===== src/rtl/riscv_pkg.sv =====
// Shared encodings for the multicycle RISC-V control path.
// Covers the opcodes, ALU control codes, ALUOp classes and controller states.
package riscv_pkg;

  localparam logic [6:0] OP_LW  = 7'b0000011;
  localparam logic [6:0] OP_SW  = 7'b0100011;
  localparam logic [6:0] OP_R   = 7'b0110011;
  localparam logic [6:0] OP_I   = 7'b0010011;
  localparam logic [6:0] OP_BEQ = 7'b1100011;
  localparam logic [6:0] OP_JAL = 7'b1101111;

  // The ALU decodes these same codes, so the values are fixed.
  typedef enum logic [2:0] {
    ALU_ADD = 3'd0,
    ALU_SUB = 3'd1,
    ALU_AND = 3'd2,
    ALU_OR  = 3'd3,
    ALU_SLT = 3'd4
  } alu_ctrl_e;

  typedef enum logic [1:0] {
    ALUOP_ADD   = 2'b00,
    ALUOP_SUB   = 2'b01,
    ALUOP_FUNCT = 2'b10
  } alu_op_e;

  typedef enum logic [3:0] {
    S_FETCH,
    S_DECODE,
    S_MEMADR,
    S_MEMREAD,
    S_MEMWB,
    S_MEMWRITE,
    S_EXECUTER,
    S_EXECUTEI,
    S_ALUWB,
    S_JAL,
    S_BEQ,
    S_TRAP
  } ctrl_state_e;

endpackage


===== src/rtl/alu_decoder.sv =====
// Maps the ALUOp class and instruction funct fields to an ALU operation.
// funct_illegal depends only on funct3, so the FSM can consult it while still in DECODE.
module alu_decoder
  import riscv_pkg::*;
(
  input  alu_op_e     aluop,
  input  logic [2:0]  funct3,
  input  logic        op5,
  input  logic        funct7b5,
  output alu_ctrl_e   alu_control,
  output logic        funct_illegal
);

  always_comb begin
    funct_illegal = !(funct3 inside {3'b000, 3'b010, 3'b110, 3'b111});
    alu_control   = ALU_ADD;
    case (aluop)
      ALUOP_ADD: alu_control = ALU_ADD;
      ALUOP_SUB: alu_control = ALU_SUB;
      ALUOP_FUNCT: begin
        // Only R-type sub sets bit 5 of both op and funct7; addi ignores funct7.
        case (funct3)
          3'b000:  alu_control = (op5 & funct7b5) ? ALU_SUB : ALU_ADD;
          3'b010:  alu_control = ALU_SLT;
          3'b110:  alu_control = ALU_OR;
          3'b111:  alu_control = ALU_AND;
          default: alu_control = ALU_ADD;
        endcase
      end
      default: alu_control = ALU_ADD;
    endcase
  end

endmodule


===== src/rtl/multicycle_controller.sv =====
// Main control FSM for the multicycle RISC-V datapath.
// Instruction and data accesses share one memory and wait on MemReady.
module multicycle_controller
  import riscv_pkg::*;
#(
  parameter int XLEN = 32
)
(
  input  logic       clk,
  input  logic       reset,
  input  logic [6:0] op,
  input  logic [2:0] funct3,
  input  logic       funct7b5,
  input  logic       Zero,
  input  logic       MemReady,
  output logic       PCWrite,
  output logic       AdrSrc,
  output logic       MemWrite,
  output logic       IRWrite,
  output logic [1:0] ResultSrc,
  output logic [1:0] ALUSrcA,
  output logic [1:0] ALUSrcB,
  output logic [1:0] ImmSrc,
  output logic       RegWrite,
  output logic [2:0] ALUControl,
  output logic       Illegal
);

  ctrl_state_e state, dstate, decode_target;
  alu_op_e     aluop;
  alu_ctrl_e   alu_control;
  logic        funct_illegal, pcupdate, branch;
  logic        unused_xlen;

  assign unused_xlen = (XLEN != 0);

  alu_decoder u_alu_decoder (
    .aluop         (aluop),
    .funct3        (funct3),
    .op5           (op[5]),
    .funct7b5      (funct7b5),
    .alu_control   (alu_control),
    .funct_illegal (funct_illegal)
  );

  assign ALUControl = alu_control;

  always_comb begin
    case (op)
      OP_LW, OP_SW: decode_target = S_MEMADR;
      OP_R:         decode_target = funct_illegal ? S_TRAP : S_EXECUTER;
      OP_I:         decode_target = funct_illegal ? S_TRAP : S_EXECUTEI;
      OP_JAL:       decode_target = S_JAL;
      OP_BEQ:       decode_target = S_BEQ;
      default:      decode_target = S_TRAP;
    endcase
  end

  // Unknown state encodings fall through to FETCH on the next edge.
  always_ff @(posedge clk) begin
    if (reset) begin
      state   <= S_FETCH;
      Illegal <= 1'b0;
    end else begin
      case (state)
        S_FETCH:    if (MemReady) state <= S_DECODE;
        S_DECODE: begin
          state <= decode_target;
          if (decode_target == S_TRAP) Illegal <= 1'b1;
        end
        S_MEMADR:   state <= (op == OP_LW) ? S_MEMREAD : S_MEMWRITE;
        S_MEMREAD:  if (MemReady) state <= S_MEMWB;
        S_MEMWB:    state <= S_FETCH;
        S_MEMWRITE: if (MemReady) state <= S_FETCH;
        S_EXECUTER: state <= S_ALUWB;
        S_EXECUTEI: state <= S_ALUWB;
        S_ALUWB:    state <= S_FETCH;
        S_JAL:      state <= S_ALUWB;
        S_BEQ:      state <= S_FETCH;
        S_TRAP:     state <= S_TRAP;
        default:    state <= S_FETCH;
      endcase
    end
  end

  // While reset is held the datapath sees FETCH selects with every write enable low.
  assign dstate = reset ? S_FETCH : state;

  always_comb begin
    AdrSrc    = 1'b0;
    MemWrite  = 1'b0;
    IRWrite   = 1'b0;
    RegWrite  = 1'b0;
    ResultSrc = 2'b00;
    ALUSrcA   = 2'b00;
    ALUSrcB   = 2'b00;
    aluop     = ALUOP_ADD;
    pcupdate  = 1'b0;
    branch    = 1'b0;
    case (dstate)
      S_FETCH: begin
        ALUSrcB   = 2'b10;
        ResultSrc = 2'b10;
        IRWrite   = MemReady;
        pcupdate  = MemReady;
      end
      S_DECODE:   begin ALUSrcA = 2'b01; ALUSrcB = 2'b01; end
      S_MEMADR:   begin ALUSrcA = 2'b10; ALUSrcB = 2'b01; end
      S_MEMREAD:  AdrSrc = 1'b1;
      S_MEMWB:    begin ResultSrc = 2'b01; RegWrite = 1'b1; end
      S_MEMWRITE: begin AdrSrc = 1'b1; MemWrite = 1'b1; end
      S_EXECUTER: begin ALUSrcA = 2'b10; aluop = ALUOP_FUNCT; end
      S_EXECUTEI: begin ALUSrcA = 2'b10; ALUSrcB = 2'b01; aluop = ALUOP_FUNCT; end
      S_ALUWB:    RegWrite = 1'b1;
      S_JAL:      begin ALUSrcA = 2'b01; ALUSrcB = 2'b10; pcupdate = 1'b1; end
      S_BEQ:      begin ALUSrcA = 2'b10; aluop = ALUOP_SUB; branch = 1'b1; end
      default:    ;
    endcase
    if (reset) begin
      MemWrite = 1'b0;
      IRWrite  = 1'b0;
      RegWrite = 1'b0;
      pcupdate = 1'b0;
      branch   = 1'b0;
    end
  end

  assign PCWrite = pcupdate | (branch & Zero);

  always_comb begin
    case (op)
      OP_LW, OP_I: ImmSrc = 2'b00;
      OP_SW:       ImmSrc = 2'b01;
      OP_BEQ:      ImmSrc = 2'b10;
      OP_JAL:      ImmSrc = 2'b11;
      default:     ImmSrc = 2'b00;
    endcase
  end

endmodule


===== config.mk =====
export PLATFORM = sky130hd
export DESIGN_NAME = multicycle_controller
export DESIGN_NICKNAME = d
export VERILOG_FILES = /design/src/rtl/riscv_pkg.sv /design/src/rtl/alu_decoder.sv /design/src/rtl/multicycle_controller.sv
export SDC_FILE = /design/constraint.sdc
export NUM_CORES = 1
export LEC_CHECK = 0
export CORE_AREA = 2 2 39 41
export CTS_CLUSTER_DIAMETER = 200
export DETAILED_ROUTE_END_ITERATION = 8
export DIE_AREA = 0 0 41 43
export DONT_BUFFER_PORTS = 1
export MAX_ROUTING_LAYER = met4
export PLACE_DENSITY = 0.7
export SLEW_MARGIN = 15
export SYNTH_ARGS = -nofsm -noshare
export SYNTH_HDL_FRONTEND = slang
export SYNTH_SLANG_ARGS = --single-unit

===== constraint.sdc =====
create_clock -name clk -period 4.6 [get_ports clk]
set_input_delay 0.92 -clock clk [delete_from_list [all_inputs] [get_ports clk]]
set_output_delay 0.92 -clock clk [all_outputs]
set_load 0.01 [all_outputs]

### Yosys cells after proc, flatten, opt, wreduce, memory -nomap -nowiden

Index checks and enable logic that the tools add are counted.

| word-level totals | value |
|---|---|
| word-level logic and storage cells | 81 |
| output and inout port bits | 17 |
| bits of input ports | 15 |
| register bits after elaboration | 5 |

| cells by class | value |
|---|---|
| multiplexer cells | 28 |
| bitwise logic cells | 3 |
| eq/ne operators | 33 |
| reduce and logical (&&, ||, !) cells | 15 |

Operators with widths:

| operator | number |
|---|---|
| equality test 4 x 3 -> 1 bit, second input constant | 7 |
| one-hot mux 4 bit (7 select lines) | 1 |
| equality test 4 bit, second input constant | 6 |
| 2-to-1 mux 4 bit | 6 |
| one-hot mux 4 bit (5 select lines) | 1 |
| equality test 4 x 2 -> 1 bit, second input constant | 4 |
| one-hot mux 2 bit (2 select lines) | 4 |
| equality test 7 x 6 -> 1 bit, second input constant | 2 |
| equality test 7 bit, second input constant | 2 |
| one-hot mux 3 bit (4 select lines) | 1 |
| OR reduction 2 bit | 6 |
| 2-to-1 mux 1 bit | 11 |
| equality test 4 x 1 -> 1 bit, second input constant | 2 |
| zero test 4 bit | 2 |
| equality test 7 x 2 -> 1 bit, second input constant | 1 |
| equality test 7 x 5 -> 1 bit, second input constant | 1 |
| equality test 3 bit, second input constant | 2 |
| inequality test 2 bit, second input constant | 3 |
| one-hot mux 2 bit (3 select lines) | 1 |
| one-hot mux 3 bit (2 select lines) | 1 |
| OR reduction 3 bit | 2 |
| nonzero test 4 bit | 1 |
| OR reduction 4 bit | 1 |
| equality test 3 x 2 -> 1 bit, second input constant | 1 |
| other kinds (9) | 10 |

### Logic depth before layout (Yosys ltp)

Gate-level depths: netlist of the first run.

| logic depth | value |
|---|---|
| depth after elaboration | 6 |
| depth in mapped cells | 7 |
| mapped depth without buffers | 7 |

### Cells and area by module

Synthesis of the first run repeated with hierarchy kept, for this count alone.

| unflattened totals | value |
|---|---|
| cell total of the unflattened synthesis | 104 |
| area, all modules | 794.5 um^2 |

Modules (own cells, without submodules):

| module | area each (um^2) | cells an instance | seq. area each (um^2) | times used |
|---|---|---|---|---|
| multicycle_controller | 689.4 | 90 | 100.1 | 1 |
| alu_decoder | 105.1 | 14 | 0.0 | 1 |

### Worst setup path before layout of the first run

Ideal clock, no wire load.

| timing | value |
|---|---|
| path kind | input-to-output |
| start point | input reset |
| end point | output ALUControl[1] |
| cell stages on the path | 4 |
| buffers on the path | 0 |
| required time | 3.680 ns |
| arrival time | 1.852 ns |
| setup slack | 1.828 ns |
| cells stage by stage | and2b_1 -> nand3_1 -> ha_1 -> nor3b_1 |

| between the ends | value |
|---|---|
| longest elaborated chain between the ends | 6 |
| elaborated cells between the ends (all ways) | 9 |
| those cells by class | 5 x eq/ne; 3 x mux; 1 x reduce/logical |

RTL lines:

| element | line | RTL |
|---|---|---|
| start, declared | multicycle_controller.sv:10 | `input logic reset,` |
| 2-to-1 mux 4 bit * | multicycle_controller.sv:87 | `assign dstate = reset ? S_FETCH : state;` |
| equality test 4 x 3 -> 1 bit | multicycle_controller.sv:100 | `case (dstate)` |
| OR reduction 2 bit (no source line) | - |  |
| one-hot mux 2 bit (2 select lines) * | multicycle_controller.sv:100 |  |
| equality test 2 bit / equality test 2 x 1 -> 1 bit (equally long branches) | alu_decoder.sv:17 | `case (aluop)` |
| one-hot mux 3 bit (2 select lines) * | alu_decoder.sv:17 |  |
| end, declared | multicycle_controller.sv:25 | `output logic [2:0] ALUControl,` |

Mark *: on every way between the ends. The rest lies on a longest branch, timed or not.

### Worst setup path in the final report of the first run

Same ends and word-level chain as after synthesis.

==> results of run 1 <==
-- metrics by stage --
step / utilization (%) / total power, W / cells / setup WS [ps] / instance area [um2]
after global routing: 51.0 / 0.000329 / 115 / 1560 / 706
after global placement: 49.1 / 0.000246 / 111 / 1740 / 679
final: 51.0 / 0.000297 / 115 / 1700 / 706
after detailed placement: 49.1 / 0.000248 / 111 / 1710 / 679
after CTS: 51.0 / 0.000300 / 115 / 1700 / 706
after floorplan: - / 0.000243 / 102 / 1830 / 724
-- power breakdown --
| group | leakage, nW | total [W] | internal [W] | switching [W] |
|---|---|---|---|---|
| Combinational | 0.221 | 0.000141 | 0.0000633 | 0.0000772 |
| Sequential | 0.0411 | 0.000108 | 0.0000591 | 0.0000486 |
| Clock | 0.0150 | 0.0000489 | 0.0000327 | 0.0000162 |
-- final timing paths --
path                         startpoint              endpoint  slack, ps  depth (start not counted)
hold / removal     Illegal$_SDFFE_PP0P_  Illegal$_SDFFE_PP0P_        530                          2
setup reg to reg  state[1]$_SDFFE_PP0P_  Illegal$_SDFFE_PP0P_       3040                          3
hold reg to reg    Illegal$_SDFFE_PP0P_  Illegal$_SDFFE_PP0P_        530                          2
setup / recovery                  reset         ALUControl[1]       1700                          6
-- layer usage --
layer	wire [um]	vias to the layer above
met3	112	2
met5	0	-
met2	774	29
met4	14	0
met1	687	319
li1	-	364
-- layout by cell type, fill, tap and decap left out, drive strengths merged, types with 2 or more instances in the layout --
cell type / n
inv: 5
nor2b: 5
clkbuf: 4
xnor2: 3
o311ai: 2
o21ai: 4
a21oi: 4
nand2: 9
nand2b: 4
o211ai: 2
nand3: 4
or4: 2
and2b: 2
a21o: 4
nor3: 5
dfxtp: 5
nor2: 12
ha: 2
and3: 4
-- Yosys cell counts (2+ instances only) --
cell type                   n  area [um2]
sky130_fd_sc_hd__nor2_1    12        45.0
sky130_fd_sc_hd__nand2_1    9        33.8
sky130_fd_sc_hd__dfxtp_1    5         100
sky130_fd_sc_hd__inv_1      5        18.8
sky130_fd_sc_hd__nor2b_1    5        31.3
sky130_fd_sc_hd__nor3_1     5        25.0
sky130_fd_sc_hd__a21o_1     4        30.0
sky130_fd_sc_hd__a21oi_1    4        20.0
sky130_fd_sc_hd__and3_1     4        25.0
sky130_fd_sc_hd__nand2b_1   4        25.0
sky130_fd_sc_hd__nand3_1    4        20.0
sky130_fd_sc_hd__o21ai_0    4        20.0
sky130_fd_sc_hd__clkbuf_8   3        41.3
sky130_fd_sc_hd__xnor2_1    3        26.3
sky130_fd_sc_hd__and2b_1    2        15.0
sky130_fd_sc_hd__clkbuf_1   2        7.51
sky130_fd_sc_hd__ha_1       2        25.0
sky130_fd_sc_hd__o211ai_1   2        15.0
sky130_fd_sc_hd__or4_4      2        22.5
-- registers in the layout, summed over array words and instances (netlist names) --
signal and flops:
state 4, Illegal 1
-- area by class of cell --
cell class	count	share of cell area [%]
flip-flops and latches	5	14.2
clock buffers	4	3.72
well taps	16	2.84
inverters	5	2.66
multi-input cells	85	76.6
-- critical path, stage by stage --
cell and delay (ps):
sky130_fd_sc_hd__nor2_1 140, sky130_fd_sc_hd__nand2_1 130, sky130_fd_sc_hd__nor2_1 180, sky130_fd_sc_hd__ha_1 190, sky130_fd_sc_hd__nand2_1 70, sky130_fd_sc_hd__nor3b_1 350
-- kinds of logic (layout without fill, tap and decap cells) --
group / count (synthesis) / after routing
xor gates and xnor gates: 4 / 4
and+or+nand+nor: 54 / 54
AOI/OAI and AO/OA: 25 / 25
adders and majority gates: 2 / 2
DFF: 5 / 5
buffers and inverters: 12 / 9
==> implementation parameters, run 1 <==
Parameter                              Value

Final layout
  Multi-input gate area    541 um2
  Synth-to-layout area growth    -2.59%
  Total of fill cells in the finished design    157
  Seq. cell area    between 100 and 150 um2
  Post-layout nets    117
  Fraction of final layout cells with drive strength greater than 1    8.08%
  Antenna Diode Count    0

Logic synthesis
  Top FF cell, synth    sky130_fd_sc_hd__dfxtp_1
  Number of nets in the synthesized netlist    119
  Post-synth EDFFs    0
  Xor and xnor fraction of the mapped netlist area    under 10%
  Netlist Area Pre-Place    724 um2
  Area fraction in compound gates after synthesis    25.4%
  Register bit total from synthesis    5
  Average cell area after synthesis    7.10 um2
  Portion of netlist area occupied by mux cells    0%
  Synthesized netlist cell count    102
  Dominant combinational cell family by area after synthesis    simple AND/OR/NAND/NOR gates
  Simple-Gate Fraction of Synth Area    40.9%
  Share of synthesized cell area in full adder, half adder and majority cells    between 3 and 4%
  Number of library cell types mapped by synthesis    40
  Sequential area share after synthesis    13.8%
  Ys Warns    0
  Fraction of registers with async set or reset after synthesis    0%

STA
  Worst slew pin tran    around 610 ps
  Final setup violation count    0
  Final worst clock skew    2.21 ps
  Worst max-slew margin expressed relative to the limit    59.4%
  Final critical-path required period    2900 ps
  Share of the clock period used by the worst path after layout    63.0%
  Max Fclk    0.345 GHz
  RSZ-0062 raised after global routing    no
  Setup total negative slack    0 ps
  Number of pins exceeding their max-slew limit in the final report    0
  Post-route worst hold slack    531 ps
  Endpoints failing hold    0

Power
  Worst supply voltage drop on vdd    roughly 0.00021 V
  Power Density    roughly 420 mW/mm2
  Static leakage power    0.277 nW

Worst hold path
  HP Class    flop to flop

Setup path
  Critical path fanouts, max    12
  Sort of element at the start of the critical path    input pin
  Critical path class    input pin to output port
  Worst Setup End Kind    output port
  Required time of the critical path    3680 ps
  Data arrival time of the critical path    a little under 2000 ps

Detailed routing
  Count of unresolved DRC violations after routing    0
  Drt wl/cell    13.8 um
  Starting DRT DRC Count    13
  Vias per cell    between 6 and 7
  Count of antenna-violating nets left after detailed routing    0
  Total routed wirelength    1590 um
  Number of detailed-routing iterations run before antenna repair    4
  Via Count    714

Clock tree
  Clock tree sinks    5
  Setup Buffers After CTS    0
  Count of cells resized by post-cts repair    0
  Quantity of hold-fixing buffers added after cts    0
  Cts bufs inserted    3
  Clock tree from TritonCTS    done
  Buffers from clock root to sink, at most    2
  Root buf cell    sky130_fd_sc_hd__clkbuf_4
  Clock latency on the worst-skew pair    240 ps
  Clock transition time at the flip-flop clock pins of the worst setup and hold paths    around 40 ps
  Deepest level of the CTS H-tree    1

Global routing
  Global-route usage over all layers    20.1%
  Number of antenna violations at the first check in global routing    0
  Fraction of met2 tracks used by global routing    30.6%
  Congestion Overflow GR    0
  Maximum number of pins on one net before global-route repair    19
  Vias in the first global route    620
  Global-route met3 utilization    5.24%
  Global route hottest layer    met2
  Wire length of the first global-routing pass    2480 um
  Fraction of met1 tracks used by global routing    26.2%

Place
  Gp weighted congestion    0.787
  IO buf count    0
  Half-perimeter wire length of the detailed placement result    ~1200 um

Floorplanning
  Die area    0.00176 mm2
  Die Ht    43 um
  Area of the core region    roughly 0.0014 mm2
  Number of ports placed on the die boundary    32
  Row count    14
  Die boundary width    approximately 41 um
  Initial standard-cell utilization of the core    52.4%

Flow run
  Max-cap viol count    0

Run status
  Run status    completed
Power figures use the tool's default switching activity.
==> run 2, diff against run 1 <==
clock period = 3 ns   (was 4.6 ns; I/O delays follow)
==> implementation parameters, run 2 (synthesis gave the netlist of run 1 again) <==
Parameter                              Value

Final layout
  Flip-flop count of the largest register, all copies and words added    4
  Fraction of final layout cells with drive strength greater than 1    approximately 8%
  Commonest cells after routing, fill and taps aside    12 x sky130_fd_sc_hd__nor2_1, 9 x sky130_fd_sc_hd__nand2_1
  Leading registers by flop count    state: 4 flops, Illegal: 1 flops
  Synth-to-layout area growth    -2.59%
  Most frequent standard cell in the layout excluding fill and tap cells    sky130_fd_sc_hd__nor2_1
  Largest register by flop count    state
  Antenna Diode Count    0
  Post-layout nets    117

Detailed routing
  Starting DRT DRC Count    29
  Drt wl/cell    14.0 um
  Count of unresolved DRC violations after routing    0
  Number of detailed-routing iterations run before antenna repair    4
  Via Count    724
  Count of antenna-violating nets left after detailed routing    0
  Total routed wirelength    ~1600 um
  Vias per cell    6.30

Worst hold path
  HP Class    input pin to flop

STA
  Worst Slack Setup Final    440 ps
  Share of the clock period used by the worst path after layout    85.3%
  Final worst clock skew    about 3.9 ps
  Endpoints failing hold    0
  Setup total negative slack    0 ps
  Final setup violation count    0
  Max Fclk    0.391 GHz
  Number of pins exceeding their max-slew limit in the final report    0
  Worst max-slew margin expressed relative to the limit    57.2%
  Post-route worst hold slack    474 ps
  Worst slew pin tran    637 ps
  Final critical-path required period    2560 ps
  RSZ-0062 raised after global routing    no

Power
  Sw power    0.000223 W
  P_int    0.000238 W
  Clock network power share    ~17%
  Part of the total power dissipated in combinational logic    between 40% and 50%
  Register share of total power    between 30% and 40%
  Static leakage power    0.277 nW
  Power Density    roughly 650 mW/mm2
  Worst supply voltage drop on vdd    0.000243 V
  Switching Fraction    48.4%

Setup path
  Critical path class    flop to output port
  Crit path max-delay cell type    sky130_fd_sc_hd__dfxtp_1
  Sort of element at the start of the critical path    flop
  Critical path fanouts, max    17
  Worst Setup End Kind    output port
  Data arrival time of the critical path    approximately 2000 ps
  Delay of the slowest critical-path stage    roughly 630 ps
  Buffers & Inverters on Critical Path    0
  Required time of the critical path    approximately 2400 ps
  CP cell instances    and2b_1 > nand3_1 > ha_1 > nor3b_1
  Top delay family on crit path    simple AND/OR/NAND/NOR gates

Clock tree
  Clock latency on the worst-skew pair    240 ps
  Deepest level of the CTS H-tree    1
  Clock tree from TritonCTS    done
  Cts bufs inserted    3
  Quantity of hold-fixing buffers added after cts    0
  Count of cells resized by post-cts repair    0
  Clock tree sinks    5
  Clock transition time at the flip-flop clock pins of the worst setup and hold paths    50 ps
  Setup Buffers After CTS    0
  Root buf cell    sky130_fd_sc_hd__clkbuf_4
  Buffers from clock root to sink, at most    2

Place
  Half-perimeter wire length of the detailed placement result    1220 um
  Place WS    702 ps
  IO buf count    0
  Gp weighted congestion    just under 0.8

Run status
  Run status    completed

Global routing
  Global-route usage over all layers    around a fifth
  Maximum number of pins on one net before global-route repair    19
  Congestion Overflow GR    0
  Vias in the first global route    590
  Wire length of the first global-routing pass    2450 um
  Number of antenna violations at the first check in global routing    0

Floorplanning
  Die Ht    43 um
  Number of ports placed on the die boundary    32
  Area of the core region    0.00138 mm2
  Die area    0.00176 mm2
  Row count    14
  Die boundary width    ~40 um
  Initial standard-cell utilization of the core    52.4%

Flow run
  Max-cap viol count    0
==> run 2: path summary, 6_finish.rpt <==
path	startpoint	end	slack [ps]	depth (start not counted)
worst min register to register	Illegal$_SDFFE_PP0P_	Illegal$_SDFFE_PP0P_	530	2
worst max-delay path	state[1]$_SDFFE_PP0P_	ALUControl[1]	440	4
worst min-delay path	reset	Illegal$_SDFFE_PP0P_	470	1
worst max register to register	state[1]$_SDFFE_PP0P_	Illegal$_SDFFE_PP0P_	1420	3
==> run 2: routing by layer <==
metal  up-vias  share of wire [%]  track usage, %
met5         -                  0               -
met4         0                  0            4.00
met3         0                8.8            3.66
met2        38                 48            29.1
met1       325                 43            27.7
li1        361                  -               -
==> run 2: layout make-up <==
class                           count  area [um2]
Clock buffer                        4        26.3
Tap cell                           16        20.0
Inverter                            5        18.8
Multi-Input combinational cell     85         541
Sequential cell                     5         100
Fill cell                         138         678
==> run 2: power by group through the flow <==
| stage | registers [W] | clock network [W] | logic (W) |
|---|---|---|---|
| after CTS | 0.000165 | 0.0000806 | 0.000217 |
| after detailed placement | 0.000166 | 0 | 0.000215 |
| after floorplan | 0.000110 | 0 | 0.000263 |
| after global placement | 0.000163 | 0 | 0.000214 |
| after global routing | 0.000175 | 0.0000861 | 0.000243 |
| final | 0.000165 | 0.0000790 | 0.000217 |
==> run 2: stage by stage <==
step,util (%),instance area (um2),total power (W),instances
6_report,51.0,706,0.000461,115
5_1_grt,51.0,706,0.000504,115
4_1_cts,51.0,706,0.000463,115
3_5_place_dp,49.1,679,0.000382,111
3_3_place_gp,49.1,679,0.000377,111
2_1_floorplan,-,724,0.000373,102
